<file path="config.mk">
export PLATFORM = sky130hd
export DESIGN_NAME = memory_stage
export DESIGN_NICKNAME = d
export VERILOG_FILES = /design/src/rtl/execute_pkg.sv /design/src/rtl/memory_pkg.sv /design/src/rtl/memory_stage_wait_timer.sv /design/src/rtl/memory_stage.sv
export SDC_FILE = /design/constraint.sdc
export NUM_CORES = 1
export LEC_CHECK = 0
export CAP_MARGIN = 20
export CORE_MARGIN = 1.5
export CORE_UTILIZATION = 32
export DETAILED_ROUTE_END_ITERATION = 8
export GPL_TIMING_DRIVEN = 0
export PLACE_DENSITY_LB_ADDON = 0.12
export SLEW_MARGIN = 20
export SYNTH_ARGS = -nofsm -noshare
export SYNTH_HDL_FRONTEND = slang
export SYNTH_HIERARCHICAL = 1
export SYNTH_SLANG_ARGS = --single-unit
</file>
<file path="constraint.sdc">
create_clock -name clk -period 2.2 [get_ports clk]
set_input_delay 0.33 -clock clk [delete_from_list [all_inputs] [get_ports clk]]
set_output_delay 0.33 -clock clk [all_outputs]
set_load 0.02 [all_outputs]
</file>
<file path="src/rtl/execute_pkg.sv">
// EX/MEM pipeline register layout shared by the execute and memory stages.
package execute_pkg;

  typedef struct packed {
    logic mem_read;
    logic mem_write;
    logic reg_write;
    logic mem_to_reg;
  } ex_ctrl_t;

  typedef struct packed {
    logic [31:0] alu_result;
    logic [31:0] rs2_data;
    logic [4:0]  rd;
    ex_ctrl_t    ctrl;
  } ex_mem_t;

endpackage

</file>
<file path="src/rtl/memory_pkg.sv">
// MEM/WB register layout, MEM stage state encoding and access legality helper.
package memory_pkg;
  import execute_pkg::*;

  typedef struct packed {
    logic [31:0] alu_result;
    logic [31:0] mem_data;
    logic [4:0]  rd;
    logic        reg_write;
    logic        mem_to_reg;
  } mem_wb_t;

  typedef enum logic [1:0] {
    IDLE,
    REQ,
    RESP,
    FAULT
  } mem_state_t;

  localparam mem_wb_t MEM_WB_BUBBLE = '0;

  // Only meaningful when the entry actually performs a memory access.
  function automatic logic access_illegal(input ex_mem_t e);
    return (e.ctrl.mem_read && e.ctrl.mem_write) || (e.alu_result[1:0] != 2'b00);
  endfunction

endpackage

</file>
<file path="src/rtl/memory_stage_wait_timer.sv">
// Saturating wait counter for the MEM stage watchdog; expired once MAX_WAIT is reached.
module mem_wait_timer #(
  parameter int unsigned MAX_WAIT = 15
) (
  input  logic clk,
  input  logic reset,
  input  logic inc,
  input  logic clr,
  output logic expired
);
  localparam int unsigned W = $clog2(MAX_WAIT + 1);

  logic [W-1:0] cnt;

  assign expired = (cnt == W'(MAX_WAIT));

  always_ff @(posedge clk) begin
    if (reset || clr) begin
      cnt <= '0;
    end else if (inc && !expired) begin
      cnt <= cnt + W'(1);
    end
  end

endmodule

</file>
<file path="src/rtl/memory_stage.sv">
// MEM stage: word loads/stores over a ready/valid data port, stall generation,
// watchdog/alignment fault, and the registered MEM/WB output.
module memory_stage
  import execute_pkg::*;
  import memory_pkg::*;
#(
  parameter int unsigned MAX_WAIT = 15
) (
  input  logic        clk,
  input  logic        reset,
  input  ex_mem_t     ex_mem,
  output logic        dmem_req,
  output logic        dmem_we,
  output logic [31:0] dmem_addr,
  output logic [31:0] dmem_wdata,
  input  logic        dmem_ready,
  input  logic        dmem_rvalid,
  input  logic [31:0] dmem_rdata,
  output logic        mem_stall,
  output logic        mem_fault,
  output mem_wb_t     mem_wb
);

  mem_state_t  state;
  mem_state_t  state_next;
  mem_wb_t     wb_next;
  logic        access;
  logic        complete;
  logic [31:0] load_data;
  logic        timer_inc;
  logic        timer_clr;
  logic        expired;

  assign dmem_we    = ex_mem.ctrl.mem_write;
  assign dmem_addr  = ex_mem.alu_result;
  assign dmem_wdata = ex_mem.rs2_data;
  assign access     = ex_mem.ctrl.mem_read | ex_mem.ctrl.mem_write;

  always_comb begin
    state_next = state;
    wb_next    = MEM_WB_BUBBLE;
    dmem_req   = 1'b0;
    mem_stall  = 1'b1;
    complete   = 1'b0;
    load_data  = '0;

    unique case (state)
      IDLE, REQ: begin
        if (!access) begin
          complete = 1'b1;
        end else if (access_illegal(ex_mem)) begin
          state_next = FAULT;
        end else begin
          dmem_req = 1'b1;
          if (ex_mem.ctrl.mem_write) begin
            if (dmem_ready) complete = 1'b1;
            else            state_next = REQ;
          end else if (dmem_ready && dmem_rvalid) begin
            complete  = 1'b1;
            load_data = dmem_rdata;
          end else begin
            state_next = dmem_ready ? RESP : REQ;
          end
        end
      end
      RESP: begin
        if (dmem_rvalid) begin
          complete  = 1'b1;
          load_data = dmem_rdata;
        end
      end
      FAULT: begin
      end
    endcase

    if (complete) begin
      mem_stall          = 1'b0;
      state_next         = IDLE;
      wb_next.alu_result = ex_mem.alu_result;
      wb_next.mem_data   = load_data;
      wb_next.rd         = ex_mem.rd;
      wb_next.reg_write  = ex_mem.ctrl.reg_write;
      wb_next.mem_to_reg = ex_mem.ctrl.mem_to_reg;
    end else if (state != FAULT && expired) begin
      state_next = FAULT;
    end
  end

  assign timer_inc = mem_stall && (state != FAULT);
  assign timer_clr = (state_next == IDLE);

  mem_wait_timer #(
    .MAX_WAIT(MAX_WAIT)
  ) u_wait_timer (
    .clk    (clk),
    .reset  (reset),
    .inc    (timer_inc),
    .clr    (timer_clr),
    .expired(expired)
  );

  always_ff @(posedge clk) begin
    if (reset) begin
      state     <= IDLE;
      mem_fault <= 1'b0;
      mem_wb    <= MEM_WB_BUBBLE;
    end else begin
      state  <= state_next;
      mem_wb <= wb_next;
      if (state_next == FAULT) mem_fault <= 1'b1;
    end
  end

endmodule

</file>
==> results.cfg <==
[outcome]
status = complete, no violations

[setup_path]
worstPathArrival_ns = 1.77
crit_chain = dlygate4sd2_1 > or4bb_1 > a211o_1 > nand2_2 > inv_1 > buf_2
critPathMaxStageDelay_ns = 0.50
crit_path_top_delay_cell = or4bb_1
path_class = primary input to primary output
cp-start-kind = primary input
crit_required_ns = 1.87
critPathCaptureType = primary output
critPathMaxFanout = 7

[cts]
clkTransAtPathRegs_ns = 0.08
numClockSinks = 78
htree_levels = 3
ctsHoldBuffers = 0
root_buffer = clkbuf_8
clock_latency_ns = 0.34
cts_buffer_depth = 2
cts_tree = done
numCtsBuffers = 9

[power]
ir_drop_mv = 0.355
pwr-share-clk_pct = 34.1
power.net_switching_mw = 0.867
p_seq_share_pct = 43.8
power_density_nw_per_um2 = 634
swShare_pct = 25.3
intPower_mw = 2.56
total_power_mw = 3.42
p_comb_share_pct = 22.1
p_leak_nw = 2.25

[sta]
drv_slew = 0
rsz0062_at_grt = false
finalHoldViolations = 0
setup_viol = 0
fin_crit_ns = 2.10
max_slew_margin_pct = 70.8
hold_slack_ns = 0.379
finalCritPeriodShare_pct = 95.4
finClkSkew_ns = 0.00525
worst_pin_slew_ns = 0.439
fmax_ghz = 0.477

[yosys]
ys_ff_latch = 78
avgSynthCellArea_um2 = 10.7
synthTopCellsByArea = dfxtp_1, buf_4, and2_1
synth.distinct_cells = 39
syn_inst = 270
synth_area_um2 = 2900
netlist.area_leader.share_pct = 53.9
yosysTopAreaCell = dfxtp_1
yosysWarnings = 6
seq_area_frac_synth_pct = 53.9
synth_edf_count = 0
synth_fp_nets = 380
async_reset_ff_share_pct = 0
synthFlopType = dfxtp_1

[global_route]
grt_pass1_wl_um = 12300
grt_max_degree = 15
grt_pass1_vias = 2536
antenna_found_initial = 0
overflow = 0
grt_usage_pct = 16.3

[final_layout]
fin_nets = 607
synthToLayoutAreaGrowth_pct = 86.4
nFillCells = 719
multiInputGateArea_um2 = 776
seqCellArea_um2 = 1560
drive_gt1_share_pct = 19.9
n_antenna_cell = 0

[detailed_routing]
wl_um = 7980
num_vias = 2516
ant_nets = 0
drt_iter0_drc = 32
wl_per_cell_um = 13.1
vias_per_cell = 4.12
first_pass_iters = 4
drc = 0

[die]
rows = 34
start_util_pct = 33.1
die_x_um = 98.2
coreArea_um2 = 8760
ios = 248
fp.dieArea_um2 = 9640
die_y_um = 98.2

[placed_design]
gp_congestion = 0.734
dp_hpwl_um = 6390
port_buffers = 214

[job]
max_cap_violations = 0

[hold_path]
worstHoldPathType = primary input to flip-flop
-- power by group through the flow --
stage	combinational, mW	sequential (mW)	clock (mW)
2_1_floorplan	0.284	1.60	0
3_5_place_dp	0.760	1.53	0
4_1_cts	0.764	1.50	1.21
5_1_grt	0.803	1.51	1.27
6_report	0.756	1.50	1.17
3_3_place_gp	0.754	1.53	0
-- critical path: cells and delay by family --
kind                   cells  cell delay (ns)
and+or+nand+nor            2             0.59
buffers and inverters      3             0.52
AOI/OAI and AO/OA          1             0.33
-- logic make-up after synthesis --
family | synth area share [%]
buf+inv | 19.4
fa+ha+maj | 0.432
xor+xnor | 0.302
flops | 53.9
simple gates | 20.4
mux | 0.345
compound gates | 5.18
-- state kept, by name, summed over array words and instances, names as in the netlist --
| name | flops |
|---|---|
| u_wait_timer/cnt | 4 |
| mem_fault | 1 |
| mem_wb | 71 |
| state | 2 |
-- synth_stat cells, types with 2 or more instances --
| master | number |
|---|---|
| nand2_1 | 4 |
| nand4b_1 | 2 |
| clkbuf_1 | 3 |
| dfxtp_1 | 78 |
| buf_4 | 67 |
| nor3_1 | 3 |
| buf_6 | 3 |
| inv_1 | 3 |
| nor2_1 | 6 |
| and2_1 | 71 |
| a21oi_1 | 2 |
-- through the flow --
step	instances	area [um2]	utilization, %	TNS, ns	setup WS [ns]
floorplan	270	2900	-	0	0.389
global placement	592	5170	59.1	-27.46	-0.804
detailed placement	592	5170	59.1	-27.73	-0.786
CTS	609	5400	61.6	0	0.0560
global route	610	5400	61.6	0	0.000148
finish	610	5400	61.6	0	0.102
-- placed cells by master, fill, tap and decap left out, types with 3 or more instances in the layout --
cell type        instances
dfxtp_1                 78
clkbuf_1                 3
buf_6                    3
nor3_1                   3
and2_1                  71
nor2_1                   6
dlygate4sd2_1            3
clkbuf_8                 9
clkdlybuf4s50_1        208
buf_4                   69
inv_1                    3
nand2_1                  3
-- worst paths after layout --
path / start / end / slack (ns) / cells after the start
hold reg to reg: mem_fault / mem_fault / 0.49 / 2
setup / recovery: ex_mem[41] / mem_stall / 0.10 / 6
hold / removal: ex_mem[42] / mem_wb[40] / 0.38 / 2
setup reg to reg: state[1] / u_wait_timer/cnt[3] / 0.19 / 8
-- routing by layer --
layer  part of all wire (%)  wire length [um]  vias to the layer above  GRT usage [%]
li1                       -                 -                     1243              -
met1                     40              3230                     1111           18.1
met2                     51              4080                      155           29.5
met3                    7.3               586                        7           4.65
met4                    1.1                89                        0           5.85
met5                      0                 0                        -              0
-- final cells by class --
cell class	count	share of cell area, %
Timing Repair Buffer	216	39.7
Sequential cell	78	28.9
Multi-Input combinational cell	115	14.4
Buffer	73	10.1
Tap cell	108	2.50
Clock buffer	9	2.29
Clock inverter	7	1.78
Inverter	4	0.278
-- what timing repair did --
item / 4_1_cts / 5_1_grt
pin swaps: 2 / 1
setup endpoints to repair: 32 / 2
gates resized for setup: 9 / 3
buffers inserted: 1 / 1
Note: power is estimated with default switching activity, not from simulation.
==> RTL edit: new RTL, same settings <==
`MAX_WAIT` is set to 15 in 2 places; all go to 17.
--- a/src/rtl/memory_stage_wait_timer.sv
+++ b/src/rtl/memory_stage_wait_timer.sv
@@ -1,6 +1,6 @@
 // Saturating wait counter for the MEM stage watchdog; expired once MAX_WAIT is reached.
 module mem_wait_timer #(
-  parameter int unsigned MAX_WAIT = 15
+  parameter int unsigned MAX_WAIT = 17
 ) (
   input  logic clk,
   input  logic reset,
--- a/src/rtl/memory_stage.sv
+++ b/src/rtl/memory_stage.sv
@@ -4,7 +4,7 @@
   import execute_pkg::*;
   import memory_pkg::*;
 #(
-  parameter int unsigned MAX_WAIT = 15
+  parameter int unsigned MAX_WAIT = 17
 ) (
   input  logic        clk,
   input  logic        reset,
Check against the original RTL: no difference found for any inputs over 10 cycles, from zero or initial values and one cycle with reset high; that may be too few to reach the edited logic, so the function may still have changed.
==> RTL edit against the unedited design <==
Cell area grew 0.49%. Critical path depth unchanged. Area after synthesis rose by 1.4%. Wire length is 2.5% lower. Highest routed layer unchanged. Worst setup slack worse by 0.057 ns. Total power about the same. Sequential cell count grew 1. Maximum frequency shrank 2.6%. Critical path type unchanged. Count of clock-buffer cells in the layout is 2 higher. The run now ends with design-rule violations left.
==> RTL edit: results (changes against the unedited design) <==
stage	metric	value	unit	change
drt	met1_length	2820	um	-12%
pwr	p_leak	2.25	nW	about the same
sta	fin_crit	2.15	ns	+0.0570 ns
status	violations	design-rule violations		
grt	grt_pass1_vias	2569		+1.3%
grt	grt_max_degree	14		-1
critical_path	crit_arrival	1.82	ns	+0.05 ns
cells_and_area	top_regs	mem_wb: 71 flops, u_wait_timer/cnt: 5 flops, state: 2 flops		
critical_path	cp_max_fo	3		-4
placement	dp_cells	599		+1.2%
placement	dp_worst_setup_slack	-0.710	ns	+0.0760 ns
grt	grt_pass1_wl	12300	um	about the same
min_path	hold_depth	2		unchanged
sta	finClkSkew	0.00809	ns	+0.00284 ns
placement	placed_cell_area	5220	um2	+0.77%
drt	firstDrtPassIters	8		+4
sta	relSlewSlack	70.2	%	-0.59 points
drt	first_iter_violations	68		+110%
cells_and_area	final_nets	614		+1.2%
pwr	vdd_ir_drop_max	0.365	mV	+2.8%
sta	whs	0.485	ns	+0.105 ns
grt	met2_usage	29.2	%	-0.27 points
drt	wl_met2	3970	um	-2.7%
synth	syn_area_per_cell	10.6	um2	-1.2%
synth	syn_nets	388		+2.1%
cells_and_area	drive_gt1_share	18.3	%	-1.6 points
placement	dpl.hpwl	6330	um	-0.99%
drt	drc	18		+18
grt	met3_usage	4.18	%	-0.47 points
drt	wl_met3	832	um	+42%
cells_and_area	fin_cells	616		+0.98%
synth	netlist_top_cells_area	dfxtp_1 (54%), buf_4 (17%), and2_1 (15%)		
clock_tree	cts_buffers	9		unchanged
drt	vias	2525		+0.36%
critical_path	cp_slowest_cell	clkdlybuf4s50_1		
clock_tree	clk_latency	0.34	ns	about the same
status	status	finished, violations left		
grt	grt_util_all_layers	16.2	%	-0.062 points
synth	synth.distinct_cells	35		-10%
critical_path	r2r_slack	0.17	ns	-0.02 ns
grt	met1_usage	17.7	%	-0.41 points
-- RTL edit: cell count changes after synthesis, sizes merged, moves of 2 or more --
cell and change:
xor2 +3, nand4b -2, nand3 -2, nor2 +2, o211ai -2
-- RTL edit: kinds of logic (layout without fill, tap and decap cells) --
kind of cell / Yosys count / in the layout / share of synthesized area [%]
AO/OA/AOI/OAI: 15 / 15 / 3.92
AND/OR/NAND/NOR: 98 / 98 / 20.6
flip-flops: 79 / 79 / 53.8
multiplexers: 1 / 1 / 0.341
XOR/XNOR: 4 / 4 / 1.19
buffers and inverters: 78 / 309 / 19.3
adder cells (fa/ha/maj): 2 / 2 / 0.852
-- RTL edit: worst max-delay path, delay by kind of cell --
| family | cells | cell delay, ns |
|---|---|---|
| buffers and inverters | 3 | 0.68 |
| and+or+nand+nor | 2 | 0.50 |
| AOI/OAI and AO/OA | 1 | 0.31 |
-- RTL edit: final timing paths --
check | startpoint | to
worst max-delay path | dmem_ready | mem_stall
worst min-delay path | ex_mem[42] | mem_wb[40]
worst max register to register | state[1] | u_wait_timer/cnt[0]
worst min register to register | mem_fault | mem_fault
-- RTL edit: final cells by class --
cell class / instances / area (um2)
Clock inverter: 5 / 81.3
Clock buffer: 11 / 131
Fill cell: 756 / 3380
Buffer: 73 / 548
Tap cell: 108 / 135
Multi-Input combinational cell: 120 / 792
Inverter: 5 / 18.8
Sequential cell: 79 / 1580
Timing Repair Buffer: 215 / 2140
-- RTL edit: where the power goes --
group,total [mW],switching (mW),internal (mW)
clock network,1.15,0.505,0.642
registers,1.52,0.0269,1.49
logic,0.758,0.315,0.443
total,3.42,0.846,2.58
-- RTL edit: what timing repair did --
action                                  CTS  global route
endpoints found under the hold margin     0             0
resized for setup                         9             0
buffers inserted                          1             0
hold buffers                              0             0
endpoints found under the setup margin    3             0
